$ cat config.mk
export PLATFORM = sky130hd
export DESIGN_NAME = window_gen_3x3
export DESIGN_NICKNAME = d
export VERILOG_FILES = /design/src/rtl/window_gen_3x3.sv
export SDC_FILE = /design/constraint.sdc
export NUM_CORES = 1
export LEC_CHECK = 0
export BUFFER_PORTS_ARGS = -buffer_cell sky130_fd_sc_hd__buf_2
export CAP_MARGIN = 25
export CORE_MARGIN = 2
export CORE_UTILIZATION = 51
export CTS_CLUSTER_SIZE = 24
export DETAILED_ROUTE_END_ITERATION = 12
export PLACE_DENSITY = 0.68
export SYNTH_ARGS = -nofsm -noshare
export SYNTH_HDL_FRONTEND = slang
export SYNTH_SLANG_ARGS = --single-unit
$ cat constraint.sdc
create_clock -name clk -period 5 [get_ports clk]
set_clock_uncertainty 0.1 [all_clocks]
set_input_delay 0.75 -clock clk [delete_from_list [all_inputs] [get_ports clk]]
set_output_delay 0.75 -clock clk [all_outputs]
set_load 0.01 [all_outputs]
$ cat src/rtl/window_gen_3x3.sv
`default_nettype none
// ============================================================================
// window_gen_3x3 : raster pixel stream -> 3x3 sliding windows (valid conv).
// Optional frame_done pulse enabled by `define WINDOW_FRAME_DONE_EN.
// Rev 1.0
// ============================================================================
module window_gen_3x3 #(
  parameter int IMG_H  = 28,
  parameter int IMG_W  = 28,
  parameter int DATA_W = 8
) (
  input  logic                     clk,
  input  logic                     rst_n,
  input  logic [DATA_W-1:0]        in_pixel,
  input  logic                     in_valid,
  output logic                     in_ready,
  output logic [9*DATA_W-1:0]      out_window,
  output logic [$clog2(IMG_H)-1:0] out_row,
  output logic [$clog2(IMG_W)-1:0] out_col,
  output logic                     out_valid,
  input  logic                     out_ready
`ifdef WINDOW_FRAME_DONE_EN
  ,
  output logic                     frame_done
`endif
);

  localparam int c_rw = $clog2(IMG_H);
  localparam int c_cw = $clog2(IMG_W);
  localparam logic [c_rw-1:0] c_row_last = c_rw'(IMG_H - 1);
  localparam logic [c_cw-1:0] c_col_last = c_cw'(IMG_W - 1);
  localparam logic [c_rw-1:0] c_two_r    = c_rw'(2);
  localparam logic [c_cw-1:0] c_two_c    = c_cw'(2);

  logic [c_cw-1:0]       col_q, col_d;
  logic [c_rw-1:0]       row_q, row_d;
  // Columns 1 and 2 of the sliding window; column 0 is shifted out on accept.
  logic [6*DATA_W-1:0]   hist_q, hist_d;
  logic [9*DATA_W-1:0]   out_window_q, out_window_d;
  logic [c_rw-1:0]       out_row_q, out_row_d;
  logic [c_cw-1:0]       out_col_q, out_col_d;
  logic                  out_valid_q, out_valid_d;

  logic [DATA_W-1:0]     linebuf0_q [IMG_W];
  logic [DATA_W-1:0]     linebuf1_q [IMG_W];

  logic                  w_accept;
  logic [DATA_W-1:0]     w_lb0_rd;
  logic [DATA_W-1:0]     w_lb1_rd;
  logic [3*DATA_W-1:0]   w_new_col;
  logic [9*DATA_W-1:0]   w_win_shift;

  assign in_ready  = !out_valid_q || out_ready;
  assign w_accept  = in_valid && in_ready;
  assign w_lb0_rd  = linebuf0_q[col_q];
  assign w_lb1_rd  = linebuf1_q[col_q];
  assign w_new_col = {in_pixel, w_lb1_rd, w_lb0_rd};

  always_comb begin
    w_win_shift = '0;
    for (int i = 0; i < 3; i++) begin
      w_win_shift[DATA_W*(3*i)   +: DATA_W] = hist_q[DATA_W*(2*i)   +: DATA_W];
      w_win_shift[DATA_W*(3*i+1) +: DATA_W] = hist_q[DATA_W*(2*i+1) +: DATA_W];
      w_win_shift[DATA_W*(3*i+2) +: DATA_W] = w_new_col[DATA_W*i +: DATA_W];
    end
  end

  always_comb begin
    col_d        = col_q;
    row_d        = row_q;
    hist_d       = hist_q;
    out_window_d = out_window_q;
    out_row_d    = out_row_q;
    out_col_d    = out_col_q;
    out_valid_d  = out_valid_q;
    if (out_valid_q && out_ready) begin
      out_valid_d = 1'b0;
    end
    if (w_accept) begin
      for (int i = 0; i < 3; i++) begin
        hist_d[DATA_W*(2*i)   +: DATA_W] = hist_q[DATA_W*(2*i+1) +: DATA_W];
        hist_d[DATA_W*(2*i+1) +: DATA_W] = w_new_col[DATA_W*i +: DATA_W];
      end
      if (col_q == c_col_last) begin
        col_d = '0;
        row_d = (row_q == c_row_last) ? '0 : row_q + 1'b1;
      end else begin
        col_d = col_q + 1'b1;
      end
      // A fresh window overrides a same-cycle drain, keeping out_valid high.
      if (row_q >= c_two_r && col_q >= c_two_c) begin
        out_window_d = w_win_shift;
        out_row_d    = row_q - c_two_r;
        out_col_d    = col_q - c_two_c;
        out_valid_d  = 1'b1;
      end
    end
  end

  always_ff @(posedge clk or negedge rst_n) begin
    if (!rst_n) begin
      col_q        <= '0;
      row_q        <= '0;
      hist_q       <= '0;
      out_window_q <= '0;
      out_row_q    <= '0;
      out_col_q    <= '0;
      out_valid_q  <= 1'b0;
    end else begin
      col_q        <= col_d;
      row_q        <= row_d;
      hist_q       <= hist_d;
      out_window_q <= out_window_d;
      out_row_q    <= out_row_d;
      out_col_q    <= out_col_d;
      out_valid_q  <= out_valid_d;
    end
  end

  // Line buffers need no reset: stale rows never reach a window.
  always_ff @(posedge clk) begin
    if (w_accept) begin
      linebuf0_q[col_q] <= w_lb1_rd;
      linebuf1_q[col_q] <= in_pixel;
    end
  end

  assign out_window = out_window_q;
  assign out_row    = out_row_q;
  assign out_col    = out_col_q;
  assign out_valid  = out_valid_q;

`ifdef WINDOW_FRAME_DONE_EN
  localparam logic [c_rw-1:0] c_row_lastwin = c_rw'(IMG_H - 3);
  localparam logic [c_cw-1:0] c_col_lastwin = c_cw'(IMG_W - 3);

  logic frame_done_q, frame_done_d;

  always_comb begin
    frame_done_d = out_valid_q && out_ready &&
                   (out_row_q == c_row_lastwin) && (out_col_q == c_col_lastwin);
  end

  always_ff @(posedge clk or negedge rst_n) begin
    if (!rst_n) begin
      frame_done_q <= 1'b0;
    end else begin
      frame_done_q <= frame_done_d;
    end
  end

  assign frame_done = frame_done_q;
`endif

endmodule
`default_nettype wire
# Yosys cells after proc, flatten, opt, wreduce, memory -nomap -nowiden
# Memories as Yosys holds them, arrays and structs flattened.
# Cells that the tools add are included.
dict set report word_totals {
  rom_bits 0
  mem_count 2
  inputBits 12
  word_cells 31
  out_inout_bits 84
  ramBits 448
  latchBits 0
  regBits 141
}
# memory words word_bits rd rd_ports_with_merged_regs write_ports line_no
set mem_list {}
lappend mem_list {linebuf0_q 28 8 1 0 1 44} ;# logic [DATA_W-1:0] linebuf0_q [IMG_W];
lappend mem_list {linebuf1_q 28 8 1 0 1 45} ;# logic [DATA_W-1:0] linebuf1_q [IMG_W];
dict set report op_classes {
  n_lt_le_gt_ge 2
  mux 7
  n_reduce_logical 7
  addsub 4
  n_eq_ne 2
  div 0
  shifts 0
  bitwise_logic 0
  mul 0
}
# op n
set ops {}
lappend ops {{$add 5x1->5 const B} 2}
lappend ops {{$eq 5x5->1 const B} 2}
lappend ops {{$ge 5x2->1 const B} 2}
lappend ops {{$mux 5} 2}
lappend ops {{$sub 5x2->5 const B} 2}
lappend ops {{$mux 1} 5}
lappend ops {{$reduce_and 2->1} 2}
lappend ops {{$logic_and 1x1->1} 3}
lappend ops {{$logic_not 1->1} 1}
lappend ops {{$logic_or 1x1->1} 1}

# Depth between registers and ports, before layout
dict set report depth {
  ltp_word 5
  mapped_depth 9
  mapped_depth_nobuf 7
}

# Worst setup path after synthesis
# OpenSTA, ideal clock, no wires.
dict set report synth_path {
  kind {input-to-reg}
  start {input out_ready}
  end {memory linebuf0_q[24][0] (enable)}
  t_required_ns 4.491
  setup_time_ns 0.409
  t_arrival_ns 2.997
  path_buffers 2
  slack_ns 1.494
  cell_stages 6
  cell_sequence {nand2b_1 and2_1 clkbuf_1 clkbuf_1 nand2_1 nor3_1}
}
dict set report synth_between {
  elab_chain_len 4
}
# element line_no
set synth_rtl {}
lappend synth_rtl {{start: declaration} 21} ;# input logic out_ready
lappend synth_rtl {{$logic_or 1x1->1} 53} ;# assign in_ready = !out_valid_q || out_ready;
lappend synth_rtl {{$logic_and 1x1->1} 54} ;# assign w_accept = in_valid && in_ready;
lappend synth_rtl {{$mux 1} 122} ;# if (w_accept) begin
lappend synth_rtl {{$mux 1 (not written as such)} 123} ;# linebuf0_q[col_q] <= w_lb1_rd;
lappend synth_rtl {{end: declaration} 44}
# No other way between the ends.

# Final worst setup path
dict set report layout_path {
  start {register col_q[1]}
  end {register out_window_q[45], in the netlist out_window[45]}
}
dict set report layout_between {
  elab_cells_between_ends 4
  cone_classes {1 x order compare; 2 x reduce/logical; 1 x memory}
}
# element line_no
set layout_lines {}
lappend layout_lines {{start: declaration} 35} ;# logic [c_cw-1:0] col_q, col_d;
lappend layout_lines {{start signal: assignment} 110} ;# col_q <= col_d;
lappend layout_lines {{$mem_v2 28x8} -}
lappend layout_lines {{net w_lb1_rd[5]} 49} ;# logic [DATA_W-1:0] w_lb1_rd;
lappend layout_lines {{end signal: assignment} 113} ;# out_window_q <= out_window_d;
lappend layout_lines {{end: declaration} 39} ;# logic [9*DATA_W-1:0] out_window_q, out_window_d;
# The timed path passes the listed nets, and every way through them passes these cells.
# A chain may end at the register's enable or synchronous reset.

==> impl_metrics.json <==
{
  "synth.distinct_cells": 46,
  "r2r_cells": 6,
  "postPlaceCellArea_um2": 24100,
  "h-tree-depth": 2,
  "wl_per_cell_um": 24.3,
  "synth_most_common_cell": "edfxtp_1",
  "clk_latency_ns": 0.60,
  "layout_min_cycle_time_ns": 4.23,
  "path_class": "flip-flop to flip-flop",
  "vias": 12301,
  "hold_viol_final": 0,
  "core_um2": 44000,
  "arrival_ns": 4.62,
  "numPortBuffers": 95,
  "cts_buffer_depth": 3,
  "r2r-end": "out_window[45]$_DFFE_PN0P_",
  "antenna_left": 0,
  "syn-num-nets": 1372,
  "leakagePower_nw": 9.54,
  "finalCritPeriodShare_pct": 84.6,
  "timing.rr.start": "col_q[1]$_DFFE_PN0P_",
  "synth_common_cells": "edfxtp_1 (448), mux2i_1 (188), dfrtp_1 (141), nand2_1 (133), o22ai_1 (90)",
  "rows": 77,
  "async_flop_share_pct": 23.9,
  "drc": 0,
  "drive_above_1_share_pct": 21.9,
  "die_area_um2": 46200,
  "peakVddDrop_mv": 0.361,
  "rsz0062_at_grt": "false",
  "grt_util_all_layers_pct": 22.6,
  "fmax_mhz": 237,
  "synth_top_cell_by_area": "edfxtp_1",
  "drt-total-wl_um": 51700,
  "power_density_nw_per_um2": 623,
  "required_ns": 5.39,
  "cts-resized-gates": 0,
  "syn_area_um2": 22700,
  "drtPass1Iterations": 5,
  "postLayoutCellArea_um2": 25800,
  "r2r_slack_ns": 0.77,
  "hold_class": "primary input to asynchronous set/reset pin",
  "post-cts-setup-buffer-count": 0,
  "yosys-top-cells-area": "edfxtp_1 (59%), dfrtp_1 (16%), mux2i_1 (8.3%), mux2_2 (3.7%), o22ai_1 (2.5%)",
  "diodes": 0,
  "grt-ovfl-total": 0,
  "fill_cells": 3324,
  "tns_ns": 0,
  "numCtsBuffers": 56,
  "antenna_found_initial": 0,
  "synthFlopType": "edfxtp_1",
  "fin_ws_ns": 0.772,
  "synth_warnings": 0,
  "cp-start-kind": "flip-flop",
  "grt_first_pass_wirelength_um": 77300,
  "gp_congestion": 0.793,
  "ctsRootBufferMaster": "clkbuf_16",
  "grt_start_max_net_pins": 83,
  "dp_hpwl_um": 31100,
  "clock-sinks": 589,
  "status": "finished, final reports clean",
  "start_util_pct": 51.6,
  "tritoncts": "yes",
  "drtIter0Drc": 1511,
  "boundaryPins": 96,
  "synth-seq-cells": 589,
  "finalMaxSlewViolations": 0,
  "synth_edf_count": 448,
  "setup_viol": 0,
  "grt_pass1_vias": 12035,
  "nNetsFinal": 1513,
  "maxCapViolCount": 0,
  "dp_slack_ns": 0.695,
  "synth_top_cell_area_share_pct": 59.3,
  "die_h_um": 215,
  "tightest_slew_ns": 1.00,
  "die_w_um": 215,
  "worstPathMaxFanout": 51,
  "area_growth_syn_to_layout_pct": 13.7,
  "path_clk_slew_ns": 0.06,
  "via_per_inst": 5.79,
  "ys_seq_area_share_pct": 74.8,
  "cts_hold_buf": 0,
  "synth_cells": 1350,
  "syn_avg_cell_area_um2": 16.8,
  "slew_headroom_pct": 32.9,
  "end_kind": "flip-flop"
}
-- through the flow --
stage / hold WS (ns) / power [mW] / utilization, % / std cells
global route: 0.121 / 16.8 / 58.6 / 2125
floorplan: 0.342 / 10.3 / - / 1350
global placement: 0.355 / 12.0 / 54.6 / 2022
detailed placement: 0.359 / 12.2 / 54.7 / 2023
CTS: 0.0706 / 16.1 / 58.5 / 2123
finish: 0.0570 / 16.1 / 58.6 / 2125
-- cell usage in the layout (no fill, tap or decap), types with 6 or more instances in the layout --
cell type,count
a211oi_1,14
a31oi_1,14
buf_2,94
buf_4,54
clkbuf_1,19
clkbuf_16,56
clkinv_1,6
clkinv_2,8
dfrtp_1,139
edfxtp_1,448
ha_1,10
inv_1,8
mux2_2,75
mux2i_1,188
mux4_2,19
nand2_1,133
nand3_1,9
nor2_1,46
nor4_1,14
o21ai_0,16
o22ai_1,90
or3_1,6
xnor2_1,6
-- power breakdown --
group	leakage (nW)	total (mW)	switching (mW)	internal, mW
clock network	0.828	3.96	1.72	2.24
logic	2.97	4.82	2.98	1.84
registers	5.74	7.28	0.495	6.79
-- logic make-up (layout without fill, tap and decap cells) --
family | Yosys count | count (layout) | synth area share, %
multiplexers | 283 | 283 | 14.0
flip-flops | 589 | 589 | 74.8
adder cells (fa/ha/maj) | 10 | 10 | 0.551
buffers and inverters | 81 | 264 | 1.71
AO/OA/AOI/OAI | 142 | 142 | 3.94
AND/OR/NAND/NOR | 239 | 239 | 4.79
XOR/XNOR | 6 | 6 | 0.232
-- worst max-delay path, cell delays in order (launching register included) --
cell	delay, ns
dfrtp_4	1.01
buf_4	0.56
mux2i_1	0.25
o22ai_1	0.08
nor4_1	0.75
nand2_1	0.78
mux2_2	0.52
-- registers in the layout (all words and copies together), names as in the netlist --
name / cells
out_valid: 1
out_col: 5
linebuf0_q: 224
hist_q: 48
linebuf1_q: 224
row_q: 5
out_row: 5
col_q: 5
out_window: 72
-- layer usage --
| layer | wire length (um) | GRT usage (%) |
|---|---|---|
| met4 | 1220 | 5.88 |
| met3 | 3850 | 4.23 |
| met1 | 21700 | 31.6 |
| met5 | 0 | 0 |
| met2 | 25000 | 36.7 |
-- area by class of cell --
type | count | area (um^2) | area share (%)
repair buffers | 155 | 990 | 3.84
well taps | 592 | 741 | 2.87
clock inverters | 20 | 161 | 0.626
inverters | 9 | 33.8 | 0.131
multi-input cells | 680 | 5340 | 20.7
flip-flops and latches | 589 | 17000 | 65.8
clock buffers | 80 | 1540 | 5.98
-- worst max path at each step --
| stage | startpoint | endpoint | slack [ns] | cells past startpoint |
|---|---|---|---|---|
| after global placement | col_q[0]$_DFFE_PN0P_ | out_window[41]$_DFFE_PN0P_ | 0.83 | 5 |
| final | col_q[1]$_DFFE_PN0P_ | out_window[45]$_DFFE_PN0P_ | 0.77 | 6 |
| after global routing | col_q[1]$_DFFE_PN0P_ | out_window[45]$_DFFE_PN0P_ | 0.58 | 6 |
| after floorplan | out_ready | linebuf0_q[24][0]$_DFFE_PP_ | 1.49 | 6 |
| after detailed placement | col_q[0]$_DFFE_PN0P_ | out_window[41]$_DFFE_PN0P_ | 0.70 | 5 |
| after CTS | col_q[0]$_DFFE_PN0P_ | out_window[41]$_DFFE_PN0P_ | 0.70 | 5 |
Note: power is estimated with default switching activity, not from simulation.
